File: src/rtl/lsi_fifo_bridge.sv
// Bridge from ezusb_lsi register traffic to a pair of valid/ready word FIFOs plus status/control port.
// Optional LSI_FIFO_UC_EN: host-to-fabric bytes are folded ASCII lowercase -> uppercase before storage.
module lsi_fifo_bridge #(
  parameter int          DEPTH_LOG2  = 4,
  parameter logic [7:0]  DATA_ADDR   = 8'h00,
  parameter logic [7:0]  STATUS_ADDR = 8'h01
) (
  input  logic        clk,
  input  logic        reset_n,
  input  logic [7:0]  in_addr,
  input  logic [31:0] in_data,
  input  logic        in_strobe,
  input  logic [7:0]  out_addr,
  input  logic        out_strobe,
  output logic [31:0] out_data,
  output logic [31:0] rx_data,
  output logic        rx_valid,
  input  logic        rx_ready,
  input  logic [31:0] tx_data,
  input  logic        tx_valid,
  output logic        tx_ready
);

  localparam int                    DEPTH    = 1 << DEPTH_LOG2;
  localparam logic [DEPTH_LOG2:0]   LVL_FULL = DEPTH[DEPTH_LOG2:0];
  localparam logic [DEPTH_LOG2:0]   LVL_ONE  = 1;
  localparam logic [DEPTH_LOG2-1:0] PTR_ONE  = 1;

  logic [31:0]           h2f_mem [DEPTH];
  logic [31:0]           f2h_mem [DEPTH];
  logic [DEPTH_LOG2-1:0] h2f_wr, h2f_rd, f2h_wr, f2h_rd;
  logic [DEPTH_LOG2:0]   h2f_level, f2h_level;
  logic                  ovf, udf;

  logic        wr_data, wr_ctl, rd_data, rd_stat;
  logic        h2f_full, f2h_empty;
  logic        h2f_push, h2f_pop, f2h_push, f2h_pop;
  logic        flush, clr, ovf_set, udf_set;
  logic [31:0] h2f_wdata;

  function automatic logic [31:0] to_upper(input logic [31:0] w);
    logic [31:0] r;
    r = w;
    for (int i = 0; i < 4; i++) begin
      if (w[8*i +: 8] >= 8'd97 && w[8*i +: 8] <= 8'd122)
        r[8*i +: 8] = w[8*i +: 8] - 8'd32;
    end
    return r;
  endfunction

`ifdef LSI_FIFO_UC_EN
  assign h2f_wdata = to_upper(in_data);
`else
  assign h2f_wdata = in_data;
`endif

  assign wr_data   = in_strobe  && (in_addr  == DATA_ADDR);
  assign wr_ctl    = in_strobe  && (in_addr  == STATUS_ADDR);
  assign rd_data   = out_strobe && (out_addr == DATA_ADDR);
  assign rd_stat   = out_strobe && (out_addr == STATUS_ADDR);

  assign h2f_full  = (h2f_level == LVL_FULL);
  assign f2h_empty = (f2h_level == '0);

  // Handshake outputs depend only on registered levels and reset, never on the partner's strobe.
  assign rx_valid  = reset_n && (h2f_level != '0);
  assign tx_ready  = reset_n && (f2h_level != LVL_FULL);
  assign rx_data   = h2f_mem[h2f_rd];

  assign h2f_push  = wr_data && !h2f_full;
  assign h2f_pop   = rx_valid && rx_ready;
  assign f2h_push  = tx_valid && tx_ready;
  assign f2h_pop   = rd_data && !f2h_empty;

  assign flush     = wr_ctl && in_data[1];
  assign clr       = wr_ctl && in_data[0];
  assign ovf_set   = wr_data && h2f_full;
  assign udf_set   = rd_data && f2h_empty;

  // Storage is not reset; stale words are unreachable once pointers and levels are cleared.
  always_ff @(posedge clk) begin
    if (h2f_push && !flush) h2f_mem[h2f_wr] <= h2f_wdata;
    if (f2h_push && !flush) f2h_mem[f2h_wr] <= tx_data;
  end

  always_ff @(posedge clk) begin
    if (!reset_n) begin
      h2f_wr    <= '0;
      h2f_rd    <= '0;
      f2h_wr    <= '0;
      f2h_rd    <= '0;
      h2f_level <= '0;
      f2h_level <= '0;
      ovf       <= 1'b0;
      udf       <= 1'b0;
      out_data  <= '0;
    end else begin
      if (flush) begin
        h2f_wr    <= '0;
        h2f_rd    <= '0;
        f2h_wr    <= '0;
        f2h_rd    <= '0;
        h2f_level <= '0;
        f2h_level <= '0;
      end else begin
        if (h2f_push) h2f_wr <= h2f_wr + PTR_ONE;
        if (h2f_pop)  h2f_rd <= h2f_rd + PTR_ONE;
        if (f2h_push) f2h_wr <= f2h_wr + PTR_ONE;
        if (f2h_pop)  f2h_rd <= f2h_rd + PTR_ONE;
        case ({h2f_push, h2f_pop})
          2'b10:   h2f_level <= h2f_level + LVL_ONE;
          2'b01:   h2f_level <= h2f_level - LVL_ONE;
          default: h2f_level <= h2f_level;
        endcase
        case ({f2h_push, f2h_pop})
          2'b10:   f2h_level <= f2h_level + LVL_ONE;
          2'b01:   f2h_level <= f2h_level - LVL_ONE;
          default: f2h_level <= f2h_level;
        endcase
      end

      ovf <= ovf_set | (ovf & ~clr);
      udf <= udf_set | (udf & ~clr);

      // A data read in a flush cycle still returns the pre-flush head.
      if (rd_data)
        out_data <= f2h_empty ? 32'h0 : f2h_mem[f2h_rd];
      else if (rd_stat)
        out_data <= {8'(h2f_level), 8'(f2h_level), 14'h0, udf, ovf};
      else if (out_strobe)
        out_data <= 32'h0;
    end
  end

endmodule

File: config.mk
export PLATFORM = sky130hd
export DESIGN_NAME = lsi_fifo_bridge
export DESIGN_NICKNAME = d
export VERILOG_FILES = /design/src/rtl/lsi_fifo_bridge.sv
export SDC_FILE = /design/constraint.sdc
export NUM_CORES = 1
export LEC_CHECK = 0
export CAP_MARGIN = 5
export CORE_ASPECT_RATIO = 1.2
export CORE_MARGIN = 2
export CORE_UTILIZATION = 35
export CTS_CLUSTER_SIZE = 8
export DETAILED_ROUTE_END_ITERATION = 16
export PLACE_DENSITY = 0.55
export SLEW_MARGIN = 40
export SYNTH_ARGS = -nofsm -noshare
export SYNTH_HDL_FRONTEND = slang
export SYNTH_SLANG_ARGS = --single-unit
File: constraint.sdc
create_clock -name clk -period 12.5 [get_ports clk]
set_input_delay 2.5 -clock clk [delete_from_list [all_inputs] [get_ports clk]]
set_output_delay 2.5 -clock clk [all_outputs]
set_load 0.005 [all_outputs]
==> run summary <==
RUN STATUS
---------------------------------------------------------------------------------
Run status                                                              completed

DRT
---------------------------------------------------------------------------------
Average detailed-routed wire length per instance                          25.7 um
Total via count after detailed routing                                      19289
Post-route DRC violation count                                                  0
Routed Wire Length                                                        95.0 mm
Router iterations before antenna repair                                         4
Post-route antenna net violation count                                          0
Initial drt markers                                                          1621
Detailed-route vias per instance                                             5.22

FINAL LAYOUT
---------------------------------------------------------------------------------
Seq. cell area                                                          32100 um2
Diode count                                                                     0
Layout cells sized above 1                                                  0.258
Final-layout fill cell count                                                10076
Final design instance area without fill                                 49500 um2
Post-synthesis to final-layout area growth                                  19.9%
Area of the multi-input gates                                            8950 um2
Final layout net count                                                       2193

CLOCKING
---------------------------------------------------------------------------------
Number of levels the H-tree was split into                                      4
Number of buffers inserted during clock tree synthesis                        154
Hold_buf cts                                                                    0
Setup bufs post-CTS                                                             0
Clock-pin slew on the worst setup and hold paths                          0.04 ns
Total clock sinks                                                            1092
Number of instances resized during post-cts repair                              0
Clock tree root driver cell                                          sky130_fd_sc_hd__clkbuf_16
Clock insertion delay at the later pin of the skew report                 0.72 ns
Clock tree from TritonCTS                                                     yes
Maximum clock insertion buffer count                                            3

TIMING
---------------------------------------------------------------------------------
Hold Violations, Final                                                          0
Tmin final                                                                7.24 ns
Count of endpoints failing setup in the final report                            0
Worst Tran Pin Value                                                     0.808 ns
Final clock skew                                                        0.0243 ns
RSZ-0062 raised after global routing                                        false
Total negative slack for setup checks                                        0 ns
Achievable Freq                                                           138 MHz
Remaining max-slew budget at the tightest pin                               0.460
Fraction of the cycle the final worst path needs                            0.579
Final Max Tran Viols                                                            0

WORST HOLD PATH
---------------------------------------------------------------------------------
HP Start                                                             out_data[31]
Path category of the worst min-delay check                             reg -> reg
Hold-critical path endpoint                                          out_data[31]
Hold Path Depth                                                                 1

CRITICAL PATH
---------------------------------------------------------------------------------
Worst path required time                                                 10.00 ns
Reg2reg path depth                                                              6
WS Path Type                                                            in -> out
Biggest fanout along the worst timing path                                     16
Worst reg2reg endpoint                                                out_data[1]
Type of element launching the critical path                             input pin
Crit path capture type                                                 output pin
Arrival time at the worst endpoint                                        4.74 ns
FF-to-FF setup slack                                                      9.08 ns

SYNTHESIS
---------------------------------------------------------------------------------
Net count after synthesis                                                    1926
Yosys warning count                                                             0
Share of the synthesized area in the top cell type                          0.746
Proportion of synthesized chip area in sequential cells                     0.779
#FFs+latches synth                                                           1092
Most used flip-flop cell after synthesis                             sky130_fd_sc_hd__edfxtp_1
Combined area of all synthesized cells                                  41200 um2
Adder and majority gate portion of the synthesized area                   0.00643
Biggest area consumer among synthesized cells                        sky130_fd_sc_hd__edfxtp_1
Mean post-synth cell area                                                22.7 um2
Dominant combinational cell family by area after synthesis           multiplexers
Compound-Gate Fraction of Synth Area                                       0.0263
Commonest cells post-synth                                           sky130_fd_sc_hd__edfxtp_1 (1024), sky130_fd_sc_hd__mux4_2 (288), sky130_fd_sc_hd__dfxtp_1 (68), sky130_fd_sc_hd__clkbuf_1 (56), sky130_fd_sc_hd__nor2_1 (56)
Top area cells in the synthesized netlist                            sky130_fd_sc_hd__edfxtp_1 (75%), sky130_fd_sc_hd__mux4_2 (16%), sky130_fd_sc_hd__dfxtp_1 (3.3%)
Number of different library cells in the post-synthesis netlist                42
Post-synthesis cell count                                                    1820
Simple-gate portion of the synthesized area                                0.0154
Mux cell area share after synthesis                                         0.158
Fraction of synthesis flops using an asynchronous set or reset pin              0
Xor and xnor fraction of the mapped netlist area                          0.00382
Most instantiated library cell after synthesis                       sky130_fd_sc_hd__edfxtp_1
Number of enable-type register cells in the synthesized netlist              1024

PWR
---------------------------------------------------------------------------------
Power per cell area                                                    160 nW/um2
Worst IR Drop VDD                                                      0.000146 V
Leak                                                                      15.1 nW

GLOBAL ROUTE
---------------------------------------------------------------------------------
Global-route wire length before repair                                     139 mm
Via count of the first global-routing pass                                  20936
Sum of overflow across all layers after global routing                          0
Total Routing Usage GR                                                      0.159
Pin count of the biggest net entering global routing                           63
Antenna violations before repair                                               10

FLOW RUN
---------------------------------------------------------------------------------
Max-cap violations                                                              0

FLOORPLANNING
---------------------------------------------------------------------------------
Num ports                                                                     152
Die width                                                                  317 um
Effective utilization at floorplan                                          0.354
Die extent in y                                                            380 um
Die Outline Area                                                       121000 um2
Core ar.                                                               117000 um2
Number of standard-cell rows in the floorplan                                 137

PLACE
---------------------------------------------------------------------------------
Port Buffer Count                                                             151
HPWL Detailed                                                             50.6 mm
Placed Area                                                             45100 um2
Final RePlAce weighted congestion                                           0.734

how the worst max path moves through the flow:
stage	start	to	slack (ns)	depth (start not counted)
3_3_place_gp	reset_n	rx_valid	5.33	4
3_5_place_dp	reset_n	rx_valid	5.29	4
6_report	reset_n	rx_valid	5.26	4
5_1_grt	reset_n	rx_valid	5.17	4
4_1_cts	reset_n	rx_valid	5.28	4
2_1_floorplan	in_addr[4]	h2f_mem[3][0]	6.01	4
worst max-delay path, cell delays in order:
cell and delay [ns]:
sky130_fd_sc_hd__clkdlybuf4s50_1 0.72, sky130_fd_sc_hd__inv_1 0.27, sky130_fd_sc_hd__a21oi_1 0.60, sky130_fd_sc_hd__clkdlybuf4s50_1 0.64
placed cells by master (no fill, tap or decap), types with 16 or more instances in the layout:
cell	netlist	final
sky130_fd_sc_hd__inv_1	16	16
sky130_fd_sc_hd__clkbuf_1	56	65
sky130_fd_sc_hd__clkdlybuf4s50_1	0	151
sky130_fd_sc_hd__dfxtp_1	68	62
sky130_fd_sc_hd__clkbuf_16	0	161
sky130_fd_sc_hd__edfxtp_1	1024	1024
sky130_fd_sc_hd__nor2_4	0	25
sky130_fd_sc_hd__a22oi_1	40	40
sky130_fd_sc_hd__mux4_2	288	288
sky130_fd_sc_hd__nand2_1	47	46
sky130_fd_sc_hd__ha_1	18	18
sky130_fd_sc_hd__o21ai_0	25	25
sky130_fd_sc_hd__buf_4	3	42
sky130_fd_sc_hd__a22o_1	44	44
sky130_fd_sc_hd__nor2_1	56	30
per-layer routing:
layer	track usage	share of wire	vias to the layer above
met3	0.0340	0.049	164
met5	0	0.00095	-
met4	0.0552	0.026	14
li1	-	-	8239
met2	0.276	0.53	513
met1	0.196	0.40	10359
through the flow:
| step | std cells | power (mW) | worst slack, ns | util | hold WS, ns |
|---|---|---|---|---|---|
| finish | 3693 | 7.90 | 5.26 | 0.424 | 0.482 |
| global route | 3693 | 8.15 | 5.17 | 0.424 | 0.506 |
| CTS | 3692 | 7.99 | 5.28 | 0.424 | 0.487 |
| detailed placement | 3459 | 4.20 | 5.29 | 0.387 | 0.463 |
| global placement | 3455 | 4.19 | 5.33 | 0.385 | 0.465 |
| floorplan | 1820 | 4.11 | 6.01 | - | 0.447 |
kinds of logic (layout without fill, tap and decap cells):
kind of cell | Yosys count | in the layout
and+or+nand+nor | 142 | 142
DFF | 1092 | 1092
adders and majority gates | 20 | 20
xor gates and xnor gates | 18 | 18
muxes | 293 | 293
AOI/OAI and AO/OA | 146 | 146
buffers and inverters | 109 | 453
where the power goes:
| group | switching, mW | internal [mW] |
|---|---|---|
| clock | 1.44 | 2.33 |
| sequential | 0.00497 | 4.02 |
| combinational | 0.0722 | 0.0408 |
sequential cells by signal, indices dropped and copies added, names as in the netlist, named ones only:
name,count
ovf,1
f2h_wr,4
f2h_mem,512
udf,1
f2h_level,5
h2f_level,5
f2h_rd,4
out_data,32
h2f_mem,512
h2f_rd,4
h2f_wr,4
layout make-up:
class | instances | share of cell area
Tap cell | 1529 | 0.0387
Multi-Input combinational cell | 619 | 0.181
Clock buffer | 227 | 0.0867
Clock inverter | 6 | 0.00167
Timing Repair Buffer | 204 | 0.0411
Inverter | 16 | 0.00121
Sequential cell | 1092 | 0.650
Power figures use the tool's default switching activity.
==> RTL edit 1 (same settings) <==
`DEPTH_LOG2`: 4 -> 5.
--- a/src/rtl/lsi_fifo_bridge.sv
+++ b/src/rtl/lsi_fifo_bridge.sv
@@ -1,7 +1,7 @@
 // Bridge from ezusb_lsi register traffic to a pair of valid/ready word FIFOs plus status/control port.
 // Optional LSI_FIFO_UC_EN: host-to-fabric bytes are folded ASCII lowercase -> uppercase before storage.
 module lsi_fifo_bridge #(
-  parameter int          DEPTH_LOG2  = 4,
+  parameter int          DEPTH_LOG2  = 5,
   parameter logic [7:0]  DATA_ADDR   = 8'h00,
   parameter logic [7:0]  STATUS_ADDR = 8'h01
 ) (
Formal check against the unedited RTL: no difference found for any inputs over 4 cycles, from zero or initial values and one cycle with reset_n low; that may be too few to reach the edited logic, so the function may still have changed.
==> RTL edit 1 against the original RTL <==
  * Clock skew grew 0.047 ns
  * Area after synthesis grew 98%
  * Setup slack lost 0.092 ns
  * Clock power grew 97%
  * Hold slack lost 0.0095 ns
  * Wire length grew 120%
  * Power grew 95%
  * Final area grew 94%
  * Sequential power grew 95%
  * Global-route usage grew 1.4 points
  * Via count grew 97%
  * Sequential cell count grew 1032
  * Sequential share of layout area grew 0.83 points
  * Critical path type is now flip-flop to output pin
  * Critical endpoint is now rx_data[13]
  * Largest power group unchanged
==> RTL edit 1: results (changes against the original RTL) <==
Bufs on Longest Clock Path 4 (+1); Starting DRT DRC Count 3203 (+98%); Rel. slew slack 42.13% (-3.9 points); Synth cell types 57 (+36%); Worst VDD drop 0.1002 mV (-31%); cts bufs inserted 316 (+110%); post-synthesis sequential area ratio 77.35% (-0.52 points); Crit path largest cell delay 0.69 ns (-0.03 ns); GP Congestion 0.7605 (+3.6%); status complete, no violations; dpl hpwl 114000 um (+130%); Max H-tree Level 5 (+1); fin nets 4106 (+87%); Placed Instances 6717 (+94%); initial antenna violation count 26 (+16); Mapped Avg Cell Area 22.68 sq um (about the same); DP Area 87390 sq um (+94%); gr usage total 17.36% (+1.4 points); biggest regs f2h_mem: 1024 flops, h2f_mem: 1024 flops, out_data: 32 flops; LEAKAGE 28.59 nW (+89%); First-pass DRT Iterations 7 (+3); synth top area cells edfxtp_1 75%, mux4_2 15%, dfxtp_1 1.9%; average vias per placed instance 5.334 (+2.1%); critical path arrival 4.83 ns (+0.09 ns); Post-CTS Setup Bufs 0 (unchanged); Clk Latency, worst-skew pair 0.93 ns (+0.21 ns); EDFF count, synth 2048 (+100%); most frequent cells after synthesis 2048 x edfxtp_1, 554 x mux4_2, 118 x mux2_2, 118 x nand2_1, 96 x nor2_1; largest net degree at the start of global routing 103 (+63%); Synthesized Nets 3701 (+92%); proportion of layout cells with a drive suffix above 1 30.81% (+5.0 points); Clock Skews 0.07158 ns (+0.04729 ns); vias in the first global route 40227 (+92%); Routed WL per cell 28.90 um (+12%); WL final 206300 um (+120%)
## RTL edit 1: logic make-up after synthesis
family	share of synthesized area, %
XOR/XNOR	0.2257
buffers and inverters	1.159
flip-flops	77.35
multiplexers	17.82
AO/OA/AOI/OAI	1.324
adder cells (fa/ha/maj)	0.3563
AND/OR/NAND/NOR	1.771
## RTL edit 1: worst register-to-register path, stage by stage (launching register included)
cell     delay (ns)
dfxtp_1        0.39
or4_1          0.33
o311a_1        0.35
inv_1          0.14
a31oi_1        0.48
nand2_1        0.61
nor2_4         0.77
buf_4          0.48
## RTL edit 1: per-layer routing
metal  wire length, um  GRT usage (%)  up-vias
met3             12910          3.821      346
met5               101              0        -
li1                  -              -    15943
met4              6014          5.729       16
met1             81720          21.80    20474
met2            105500          29.72     1287
## RTL edit 1: per-stage QoR
stage                     setup WS (ns)  utilization, %  power [mW]
after detailed placement          5.808           37.66       8.154
after global routing              4.990           41.30       15.92
after floorplan                   6.773               -       7.994
after global placement            5.585           37.67       8.157
after CTS                         5.033           41.29       15.62
final                             5.167           41.30       15.43
## RTL edit 1: final cells by class
class,instances,area [sq um],share of cell area (%)
inverter,25,93.84,0.09792
clock buffer,410,8377,8.741
sequential,2124,63050,65.79
clock inverter,6,45.04,0.04700
tap,3038,3801,3.966
antenna,3,7.507,0.007833
timing repair buffer,274,2411,2.516
multi-input combinational,1257,18050,18.83
## RTL edit 1: power by group through the flow
stage                     Sequential (mW)  Combinational [mW]  Clock [mW]
after CTS                            7.83               0.190        7.60
after detailed placement             7.96               0.190           0
after global placement               7.97               0.190           0
after global routing                 7.82               0.202        7.89
final                                7.83               0.185        7.41
after floorplan                      7.96              0.0311           0
## RTL edit 1: worst paths after layout
kind,endpoint,startpoint,cells after the start,slack (ns)
setup reg to reg,f2h_mem[25][28],f2h_level[0],7,8.56
setup / recovery,rx_data[13],flip-flop,7,5.17
hold / removal,out_data[2],out_data[2],2,0.47
hold reg to reg,out_data[2],out_data[2],2,0.47
==> RTL edit 2 (same settings) <==
Made on the original files. Make the reset (`reset_n`) asynchronous in one clocked block.
--- a/src/rtl/lsi_fifo_bridge.sv
+++ b/src/rtl/lsi_fifo_bridge.sv
@@ -83,7 +83,7 @@
     if (f2h_push && !flush) f2h_mem[f2h_wr] <= tx_data;
   end
 
-  always_ff @(posedge clk) begin
+  always_ff @(posedge clk or negedge reset_n) begin
     if (!reset_n) begin
       h2f_wr    <= '0;
       h2f_rd    <= '0;
Function: differs if reset_n is asserted again (counterexample within 4 cycles, from zero or initial values and one cycle with reset_n low); with reset_n held inactive, the same outputs for 4 cycles.
==> RTL edit 2 against the original RTL <==
  * Cell count increased by 1.9%
  * Sequential share of layout area down 0.47 points
  * Sequential cell count shrank 8
  * Hold slack better by 0.047 ns
  * Critical path type unchanged
  * Wire length is 0.77% higher
  * First-iteration DRC count shrank 3.8%
  * Utilization fell by 0.48 points
  * Area after synthesis grew 1.7%
  * Register-to-register slack better by 0.03 ns
  * Final area grew 1.2%
  * Setup slack better by 0.088 ns
Power is not compared: it rests on default switching activity, and its combinational part moved more than twofold at a synthesized area within 25%.
==> RTL edit 2: results (changes against the original RTL) <==
clock-cell share of area 8.733% (-0.10 points); Clock Skews 0.02968 ns (+0.005386 ns); CP max FO 34 (+18); First-pass DRT Iterations 5 (+1); Yosys reg bits 1084 (-0.73%); most frequent cells after synthesis 1024 x edfxtp_1, 288 x mux4_2, 60 x dfrtp_1; Final Util 41.95% (-0.48 points); # clk buffers 216 (-4.8%); Sequential Area 32280 sq um (+0.46%); hold wc startpoint out_data[14]; first-pass GRT wire length 141400 um (+1.4%); DP Area 45650 sq um (+1.3%); status complete, no violations; initial antenna violation count 8 (-2); Clk Latency, worst-skew pair 0.76 ns (+0.04 ns); largest net degree at the start of global routing 90 (+43%); WL final 95740 um (+0.77%); gr usage total 15.81% (-0.13 points); fin nets 2234 (+1.9%); worst slack at placement 5.298 ns (+0.006500 ns); Placed Instances 3531 (+2.1%); Data buffer area share 4.150% (+0.039 points); Synth Area in Compound Gates 1.749% (-0.88 points); Mapped Avg Cell Area 22.32 sq um (-1.5%); critical path arrival 4.65 ns (-0.09 ns); mux cell area share after synthesis 17.14% (+1.3 points); Synth cell types 53 (+26%); ys async rst share 5.535% (+5.5 points); Starting DRT DRC Count 1560 (-3.8%); multi-input logic area 9254 sq um (+3.4%)
[RTL edit 2: changes by cell type after synthesis, moves of 17 or more]
| cell | change |
|---|---|
| dfrtp_1 | +60 |
| inv_1 | +17 |
| a21oi_1 | +29 |
| nand2_1 | -17 |
| dfxtp_1 | -68 |
| a22oi_1 | -40 |
| o21ai_0 | -22 |
| o22ai_1 | +21 |
| mux2i_1 | +29 |
| mux2_2 | +32 |
| a22o_1 | -43 |
[RTL edit 2: final timing paths]
path,end,slack (ns),cells past startpoint
worst max-delay path,rx_valid,5.35,4
worst min-delay path,out_data[14],0.53,2
worst max register to register,f2h_mem[9][8],9.11,6
worst min register to register,out_data[14],0.53,2
max in group asynchronous,h2f_rd[2],9.84,2
min in group asynchronous,out_data[21],1.76,1
[RTL edit 2: routing by layer]
metal / routed length (um) / GRT usage (%) / up-vias
li1: - / - / 8367
met1: 39250 / 19.88 / 10454
met2: 49260 / 27.33 / 537
met3: 4770 / 3.119 / 174
met4: 2380 / 5.425 / 12
met5: 85 / 0 / -
